==> src/rtl/arf_sequencer.sv <==
// Micro-sequencer for the PC/SP/AR address register file: accepts one address
// operation per handshake and drives register-file selects and memory strobes.
module arf_sequencer #(
  parameter logic [15:0] STACK_TOP   = 16'hFFFF,
  parameter logic [15:0] STACK_LIMIT = 16'hFF00
) (
  input  logic        clock,
  input  logic        reset,
  input  logic        op_valid,
  input  logic [2:0]  op_code,
  output logic        op_ready,
  output logic        op_done,
  output logic        op_err,
  input  logic [15:0] sp_q,
  output logic [2:0]  RegSel,
  output logic [1:0]  FunSel,
  output logic [1:0]  OutCSel,
  output logic [1:0]  OutDSel,
  output logic        i_sel,
  output logic        mem_rd,
  output logic        mem_wr,
  output logic        wr_pc_sel
);

  typedef enum logic [2:0] {
    S_IDLE, S_DEC, S_ADDR, S_MEM, S_INC, S_LOAD, S_FIN
  } state_e;

  typedef enum logic [2:0] {
    OP_NOP, OP_FETCH, OP_JUMP, OP_LDAR, OP_PUSH, OP_POP, OP_CALL, OP_RET
  } op_e;

  localparam logic [2:0] EN_PC    = 3'b100;
  localparam logic [2:0] EN_SP    = 3'b010;
  localparam logic [2:0] EN_AR    = 3'b001;
  localparam logic [1:0] FUN_DEC  = 2'b00;
  localparam logic [1:0] FUN_INC  = 2'b01;
  localparam logic [1:0] FUN_LOAD = 2'b10;
  localparam logic [1:0] SEL_PC   = 2'b00;
  localparam logic [1:0] SEL_SP   = 2'b01;

  state_e state_q, state_d;
  op_e    op_q, op_d;
  logic   err_q, err_d;

  op_e    op_in;
  logic   bound_hit;
  logic   stack_op;

  function automatic state_e first_state(op_e op);
    case (op)
      OP_FETCH, OP_POP, OP_RET: first_state = S_ADDR;
      OP_JUMP, OP_LDAR:         first_state = S_LOAD;
      OP_PUSH, OP_CALL:         first_state = S_DEC;
      default:                  first_state = S_FIN;
    endcase
  endfunction

  assign op_in = op_e'(op_code);

  // Bounds are judged on the SP value present at the accepting edge.
  assign bound_hit = ((op_in == OP_PUSH || op_in == OP_CALL) && sp_q == STACK_LIMIT) ||
                     ((op_in == OP_POP  || op_in == OP_RET ) && sp_q == STACK_TOP);

  assign stack_op = (op_q == OP_PUSH) || (op_q == OP_POP) ||
                    (op_q == OP_CALL) || (op_q == OP_RET);

  // NOTE: sequential state uses non-blocking assignments so every flop samples
  // the pre-edge values of the others, independent of process ordering.
  always_ff @(posedge clock or posedge reset) begin
    if (reset) begin
      state_q <= S_IDLE;
      op_q    <= OP_NOP;
      err_q   <= 1'b0;
    end else begin
      state_q <= state_d;
      op_q    <= op_d;
      err_q   <= err_d;
    end
  end

  // NOTE: every variable gets a default before the case so no path leaves it
  // unassigned, which would otherwise infer a latch.
  always_comb begin
    state_d = state_q;
    op_d    = op_q;
    err_d   = err_q;
    case (state_q)
      S_IDLE: begin
        if (op_valid) begin
          op_d    = op_in;
          err_d   = bound_hit;
          state_d = bound_hit ? S_FIN : first_state(op_in);
        end
      end
      S_DEC:  state_d = S_ADDR;
      S_ADDR: state_d = S_MEM;
      S_MEM: begin
        case (op_q)
          OP_FETCH, OP_POP: state_d = S_INC;
          OP_CALL, OP_RET:  state_d = S_LOAD;
          default:          state_d = S_FIN;
        endcase
      end
      S_INC:  state_d = S_FIN;
      S_LOAD: state_d = (op_q == OP_RET) ? S_INC : S_FIN;
      S_FIN:  state_d = S_IDLE;
      default: state_d = S_IDLE;
    endcase
  end

  always_comb begin
    RegSel    = 3'b000;
    FunSel    = FUN_DEC;
    OutCSel   = SEL_PC;
    OutDSel   = SEL_PC;
    i_sel     = 1'b0;
    mem_rd    = 1'b0;
    mem_wr    = 1'b0;
    wr_pc_sel = 1'b0;
    op_done   = 1'b0;
    op_err    = 1'b0;

    // Address selects stay on the op's source for its whole duration, since
    // the register file shows a select one cycle after it is driven.
    if (state_q != S_IDLE && stack_op && !err_q) OutDSel = SEL_SP;

    case (state_q)
      S_DEC: begin
        RegSel = EN_SP;
        FunSel = FUN_DEC;
      end
      S_MEM: begin
        mem_rd    = (op_q == OP_FETCH) || (op_q == OP_POP) || (op_q == OP_RET);
        mem_wr    = (op_q == OP_PUSH) || (op_q == OP_CALL);
        wr_pc_sel = (op_q == OP_CALL);
      end
      S_INC: begin
        RegSel = (op_q == OP_FETCH) ? EN_PC : EN_SP;
        FunSel = FUN_INC;
      end
      S_LOAD: begin
        RegSel = (op_q == OP_LDAR) ? EN_AR : EN_PC;
        FunSel = FUN_LOAD;
        i_sel  = (op_q == OP_RET);
      end
      S_FIN: begin
        op_done = 1'b1;
        op_err  = err_q;
      end
      default: ;
    endcase
  end

  assign op_ready = (state_q == S_IDLE) && !reset;

endmodule

==> config.mk <==
export PLATFORM = sky130hd
export DESIGN_NAME = arf_sequencer
export DESIGN_NICKNAME = d
export VERILOG_FILES = /design/src/rtl/arf_sequencer.sv
export SDC_FILE = /design/constraint.sdc
export NUM_CORES = 1
export LEC_CHECK = 0
export ABC_CLOCK_PERIOD_IN_PS = 2500
export CAP_MARGIN = 5
export CELL_PAD_IN_SITES_DETAIL_PLACEMENT = 0
export CELL_PAD_IN_SITES_GLOBAL_PLACEMENT = 2
export CORE_UTILIZATION = 19
export DETAILED_ROUTE_END_ITERATION = 6
export MAX_ROUTING_LAYER = met4
export PLACE_DENSITY = 0.91
export RECOVER_POWER = 25
export SETUP_SLACK_MARGIN = 0.2
export SLEW_MARGIN = 0
export SYNTH_ARGS = -nofsm -noshare
export SYNTH_HDL_FRONTEND = slang
export SYNTH_SLANG_ARGS = --single-unit
==> constraint.sdc <==
create_clock -name clock -period 2.5 [get_ports clock]
set_clock_uncertainty 0.2 [all_clocks]
set_input_delay 0.5 -clock clock [delete_from_list [all_inputs] [get_ports clock]]
set_output_delay 0.5 -clock clock [all_outputs]
set_load 0.03 [all_outputs]
==> summary.txt, run 1 <==
STA
  • Final period util: 90.8%
  • Final setup violation count: 0
  • Final-report hold violation count: 0
  • Setup_tns: 0 ps
  • Peak Freq: about 440 MHz
  • Post-layout minimum cycle time: 2270 ps
  • Final Max Slew Viols: 0
  • RSZ-0062 raised after global routing: yes
  • Final setup margin: 230 ps

Worst hold path
  • Worst Hold End: err_q
  • Hold path cells: 1
  • HP Class: reg -> reg
  • Hold Startpoint: err_q

Clock network
  • Clk sinks: 7
  • Worst-Skew Late Latency: 250 ps
  • Hold_buf cts: 0
  • Clock Path Buffers: 2
  • Htree depth: 1
  • Root Buffer: clkbuf_4
  • Worst-path clk slew: 60 ps
  • Post-CTS setup buffer count: 0
  • CTS tree: done
  • TritonCTS Buffers: 3

Placed design
  • Placed cell count: 143
  • Count of buffers inserted at the top-level ports: 34
  • Final HPWL DP: 1.35 mm
  • Final RePlAce weighted congestion: approximately 0.75
  • Setup slack at placement: 102 ps

Yosys
  • FFs w/ async S/R, synth: 100%
  • Sequential area share after synthesis: 30.1%
  • Post-Syn Area per Cell: about 7.6 sq um
  • Ys Warns: 0
  • Cell taking the most area after synthesis: dfrtp_1
  • Post-Syn Area: 582 sq um
  • Post-synth top area share: 30.1%
  • Top FF cell, synth: dfrtp_1
  • Synth top area cells: dfrtp_1 (30%), a21oi_1 (5.2%), nand2_1 (4.5%), a211oi_2 (4.3%), nand4_1 (4.3%)
  • Cells after Synth: 77
  • Post-synth EDFFs: 0
  • Post-synthesis cell type count: 29
  • Synthesized flop and latch total: 7

Drt
  • Post-DRT Antenna Nets: 0
  • DR WL/cell: 11.3 microns
  • WL final: 1.67 mm
  • Initial DRC Count: 32
  • DR vias/cell: 4.71
  • Initial DRT Pass Iterations: 6
  • DRC: 8
  • Via Count: 692

Cells and area
  • Layout overhead on the synthesized area: 66.9%
  • Share of cells above drive strength 1: 16.4%
  • Fill count: between 300 and 400
  • Layout net count: approximately 140
  • Final core occ: about 34%
  • Non-Filler Instances: 147
  • Diodes inserted: 0

Power
  • Maximum vdd drop: about 210 uV
  • Total power: 865 uW
  • Pwr/cell area: 891 nW/um^2
  • Lkg Pwr: 0.429 nW

Setup path
  • R2r setup slk: 770 ps
  • Worst Reg-to-Reg Cells: 5
  • WP data required: 1800 ps
  • CP Launch Type: flop
  • CP max FO: 10
  • Reg2reg start: state_q[2]
  • Critical path class: reg -> out
  • Worst Path Arrival: 1570 ps
  • End of the worst register-to-register path: err_q
  • Crit. End Element: output pin

Global routing
  • GRT overflow: 0
  • Number of global-route vias before repair: between 600 and 700
  • Gr usage total: 11.9%
  • First-pass GRT wire length: 2.93 mm
  • Initial antenna violation count: 0
  • Largest net degree at the start of global routing: 12

Floorplanning
  • Io pins: 38
  • Placement row count: 19
  • Core area: roughly 2800 sq um
  • Initial Util: 20.6%
  • Die width: 57.3 microns
  • DIE AREA: 3290 sq um
  • Die Ht: 57.3 microns

Run status
  • Status: finished with violations
  • Failing checks: design-rule violations

Flow run
  • Max-cap violations: 0
[worst max path at each step]
stage	start	endpoint	slack, ps	depth (start not counted)
after floorplan	state_q[1]	mem_wr	220	3
after global placement	op_code[0]	state_q[1]	120	6
after detailed placement	op_code[0]	state_q[1]	100	6
after CTS	state_q[0]	RegSel[1]	140	4
after global routing	state_q[0]	RegSel[1]	110	4
final	state_q[0]	RegSel[1]	230	4
[layer usage]
metal	up-vias	global-route usage [%]	routed length [microns]	share of wire, %
li1	350	-	-	-
met1	302	14.0	748	45
met2	38	19.2	749	45
met3	2	2.95	153	9.2
met4	0	5.23	15	0.90
met5	-	-	0	0
[kinds of logic (layout without fill, tap and decap cells)]
| group | count (synthesis) | count (layout) | synth area share, % |
|---|---|---|---|
| AO/OA/AOI/OAI | 16 | 16 | 17.9 |
| buffers and inverters | 12 | 49 | 9.68 |
| flip-flops | 7 | 7 | 30.1 |
| multiplexers | 2 | 2 | 3.87 |
| other | 1 | 3 | 0.645 |
| AND/OR/NAND/NOR | 39 | 39 | 37.8 |
[critical path: stages, from the launching register on]
cell	delay, ps
dfrtp_2	470
nor2b_1	210
o21ai_0	110
a21oi_1	140
clkdlybuf4s15_1	380
[through the flow]
| step | hold WS, ps | cell area, sq um |
|---|---|---|
| 5_1_grt | 362 | 971 |
| 6_report | 347 | 971 |
| 4_1_cts | 327 | 983 |
| 3_3_place_gp | 319 | 970 |
| 2_1_floorplan | 103 | 589 |
| 3_5_place_dp | 335 | 970 |
[flip-flops by register name, indices dropped and copies added, names as in the netlist]
name / cells
op_q: 3
err_q: 1
state_q: 3
[cell type report]
cell class              count  area (sq um)  area share, %
flip-flops and latches      7           178           18.3
clock buffers               4          26.3           2.71
multi-input cells          60           358           36.9
repair buffers             39           348           35.8
inverters                   6          22.5           2.32
well taps                  31          38.8           3.99
[power breakdown]
group | internal, mW | switching (mW) | total (mW)
Combinational | 0.230 | 0.293 | 0.523
Clock | 0.0612 | 0.0457 | 0.107
Sequential | 0.164 | 0.0709 | 0.235
Total | 0.455 | 0.409 | 0.865
[layout by cell type, fill, tap and decap left out, types with 3 or more instances in the layout]
cell type and n:
o21ai_0 4, conb_1 3, dlygate4sd2_1 6, nor4_1 3
nor2b_1 3, nand4_1 4, clkbuf_2 4, nor2_1 4
nor3_1 3, a21oi_1 6, nand2_1 7, inv_1 6
clkbuf_4 3, nand3b_1 3, nand3_1 3, buf_4 6
dfrtp_1 5, clkdlybuf4s50_1 20
[synth_stat cells (2+ instances only)]
master    number
a211oi_2       2
a21oi_1        6
buf_4          3
clkbuf_1       3
dfrtp_1        7
inv_1          6
nand2_1        7
nand2b_1       2
nand3_1        3
nand3b_1       3
nand4_1        4
nor2_1         4
nor2b_1        3
nor3_1         3
nor3b_1        2
nor4_1         3
o21ai_0        4
[timing repair]
action                     CTS  global route
setup endpoints to repair   12            10
cloned                       0             0
gates resized for setup     18            10
No activity file was read; power rests on OpenSTA's default activity.
==> run 2: changes to the inputs <==
Settings changed: CORE_UTILIZATION 19 to 31, DONT_BUFFER_PORTS set to 1, PLACE_DENSITY 0.91 to 0.84.
==> run 2 against run 1 <==
Effect of this change: the run now ends clean; utilization up 5.0 points; routed wire length down 21%; hold slack worse by 140 ps; via count down 16%; global-route usage is 2.2 points higher; cell count is 24% lower; non-clock buffer count shrank 30; final area is 29% lower; flip-flop and latch count is the same; clock power is 7% lower; highest routed layer is now met3.
==> summary.txt, run 2 (synthesis gave the netlist of run 1 again) <==
Power
  • Power Internal: 377 uW (-17%)
  • Psw: 380 uW (-7.1%)
  • Sequential share of power: 35.8% (+8.7 points)
  • Maximum vdd drop: 410 uV (+96%)
  • Pwr/cell area: 1100 nW/um^2 (+24%)
  • Sw frac: 50.2% (+2.9 points)
  • Proportion of power drawn by the clock network: 13.2% (+0.8 points)
  • Lkg Pwr: 0.290 nW (-32%)
  • Combinational Power Share: 51.0% (-9.5 points)

Setup path
  • Delay-heaviest family, CP: simple AND/OR/NAND/NOR gates
  • CP max FO: 14 (+4)
  • Worst Path Arrival: 1500 ps (-70 ps)
  • Critical path class: reg -> out
  • CP Launch Type: flop
  • Crit. End Element: output pin
  • CP max stage cell: dfrtp_1
  • Largest stage delay, worst path: 510 ps (+40 ps)
  • WP data required: 1800 ps (about the same)
  • Worst Path Buf+Inv: 0 (-1)
  • CP cell instances: nand3b_1 > nor2_1

STA
  • Worst-Margin Slew: roughly 550 ps
  • Peak Freq: 455 MHz (+3.3%)
  • RSZ-0062 raised after global routing: yes
  • Final period util: 87.9% (-2.9 points)
  • Slew margin rel.: 63.5%
  • Final setup violation count: 0 (unchanged)
  • Setup_tns: 0 ps (unchanged)
  • Final Max Slew Viols: 0 (unchanged)
  • Post-layout minimum cycle time: 2200 ps (-73.6 ps)
  • Final-report hold violation count: 0 (unchanged)

Drt
  • Via Count: 583 (-16%)
  • DR vias/cell: 5.25 (+12%)
  • Initial DRT Pass Iterations: 4 (-2)
  • WL final: 1.32 mm (-21%)
  • DR WL/cell: 11.9 microns (+5.2%)
  • Post-DRT Antenna Nets: 0 (unchanged)
  • DRC: 0 (-8)
  • Initial DRC Count: 17 (-47%)

Cells and area
  • Layout net count: 109 (-22%)
  • Most frequent cells in the layout: buf_4 (8), nand2_1 (7), inv_1 (6), a21oi_1 (6), dfrtp_1 (6)
  • Final core occ: 39.4% (+5.0 points)
  • Layout overhead on the synthesized area: 18.1%
  • Top flop regs: op_q: 3 flops, state_q: 3 flops, err_q: 1 flops
  • Diodes inserted: 0 (unchanged)
  • Most common cell after layout, fill and taps aside: buf_4
  • Share of cells above drive strength 1: 19.8% (+3.4 points)

Global routing
  • GRT overflow: 0 (unchanged)
  • Gr usage total: 14.0% (+2.2 points)
  • Initial antenna violation count: 0 (unchanged)
  • First-pass GRT wire length: 2.02 mm (-31%)
  • Largest net degree at the start of global routing: 15 (+3)
  • Number of global-route vias before repair: 492 (-29%)

Placed design
  • Final HPWL DP: 1.05 mm (-22%)
  • Final RePlAce weighted congestion: 0.785 (+4.6%)
  • Count of buffers inserted at the top-level ports: 0 (-100%)

Floorplanning
  • Initial Util: 33.3% (+13 points)
  • DIE AREA: 2050 sq um (-38%)
  • Die Ht: 45.3 microns (-21%)
  • Die width: 45.3 microns (-21%)
  • Core area: 1750 sq um (-38%)
  • Io pins: 38 (unchanged)
  • Placement row count: 15 (-4)

Worst hold path
  • HP Class: in -> reg

Flow run
  • Max-cap violations: 0 (unchanged)

Run status
  • Status: completed

Clock network
  • Worst-path clk slew: 50 ps (about the same)
  • CTS tree: done
  • TritonCTS Buffers: 3 (unchanged)
  • Clk sinks: 7 (unchanged)
  • Worst-Skew Late Latency: 250 ps (about the same)
  • Post-CTS setup buffer count: 0 (unchanged)
  • Clock Path Buffers: 2 (unchanged)
  • Htree depth: 1 (unchanged)
  • Root Buffer: clkbuf_4
[run 2: power by group through the flow]
stage / Sequential, mW / Combinational (mW) / Clock [mW]
floorplan: 0.202 / 0.358 / 0
global placement: 0.271 / 0.378 / 0
detailed placement: 0.271 / 0.381 / 0
CTS: 0.270 / 0.386 / 0.104
global route: 0.287 / 0.423 / 0.111
finish: 0.271 / 0.387 / 0.100
[run 2: cell type report]
| cell class | instances | area (sq um) |
|---|---|---|
| clock buffer | 4 | 26.3 |
| tap | 25 | 31.3 |
| inverter | 6 | 22.5 |
| fill | 201 | 1060 |
| timing repair buffer | 9 | 70.1 |
| sequential | 7 | 176 |
| multi-input combinational | 60 | 360 |
[run 2: routing by layer]
layer  track usage (%)  vias to the layer above  routed length [microns]
met5                 -                        -                        0
met4              1.82                        0                        0
met3              5.20                        0                      104
met2              22.3                       32                      636
met1              17.4                      262                      582
li1                  -                      289                        -
[run 2: what timing repair did]
action / 4_1_cts / 5_1_grt
gates resized for setup: 0 / 2
hold buffers: 1 / 0
endpoints found under the hold margin: 7 / 0
setup endpoints to repair: 0 / 2
[run 2: worst register-to-register path, cell delays in order (launching register included)]
cell and delay, ps:
dfrtp_1 480, nor3_2 300, nand2_1 230, mux2_1 360
[run 2: final timing paths]
path | start | to | slack, ps | cells past startpoint
setup / recovery | state_q[1] | i_sel | 300 | 2
max in group asynchronous | reset | state_q[2] | 1430 | 2
hold / removal | op_code[0] | op_q[0] | 200 | 1
setup reg to reg | state_q[0] | err_q | 800 | 3
min in group asynchronous | reset | state_q[1] | 430 | 2
hold reg to reg | err_q | err_q | 340 | 1
[run 2: per-stage QoR]
stage                     worst slack [ps]  hold WS [ps]  cells  power (mW)  cell area (sq um)
after floorplan                        215           103     79       0.560                589
after global placement                 575           139    106       0.650                647
after detailed placement               563           141    106       0.652                647
after CTS                              284           198    111       0.760                683
after global routing                   188           201    111       0.822                687
final                                  303           204    111       0.758                687
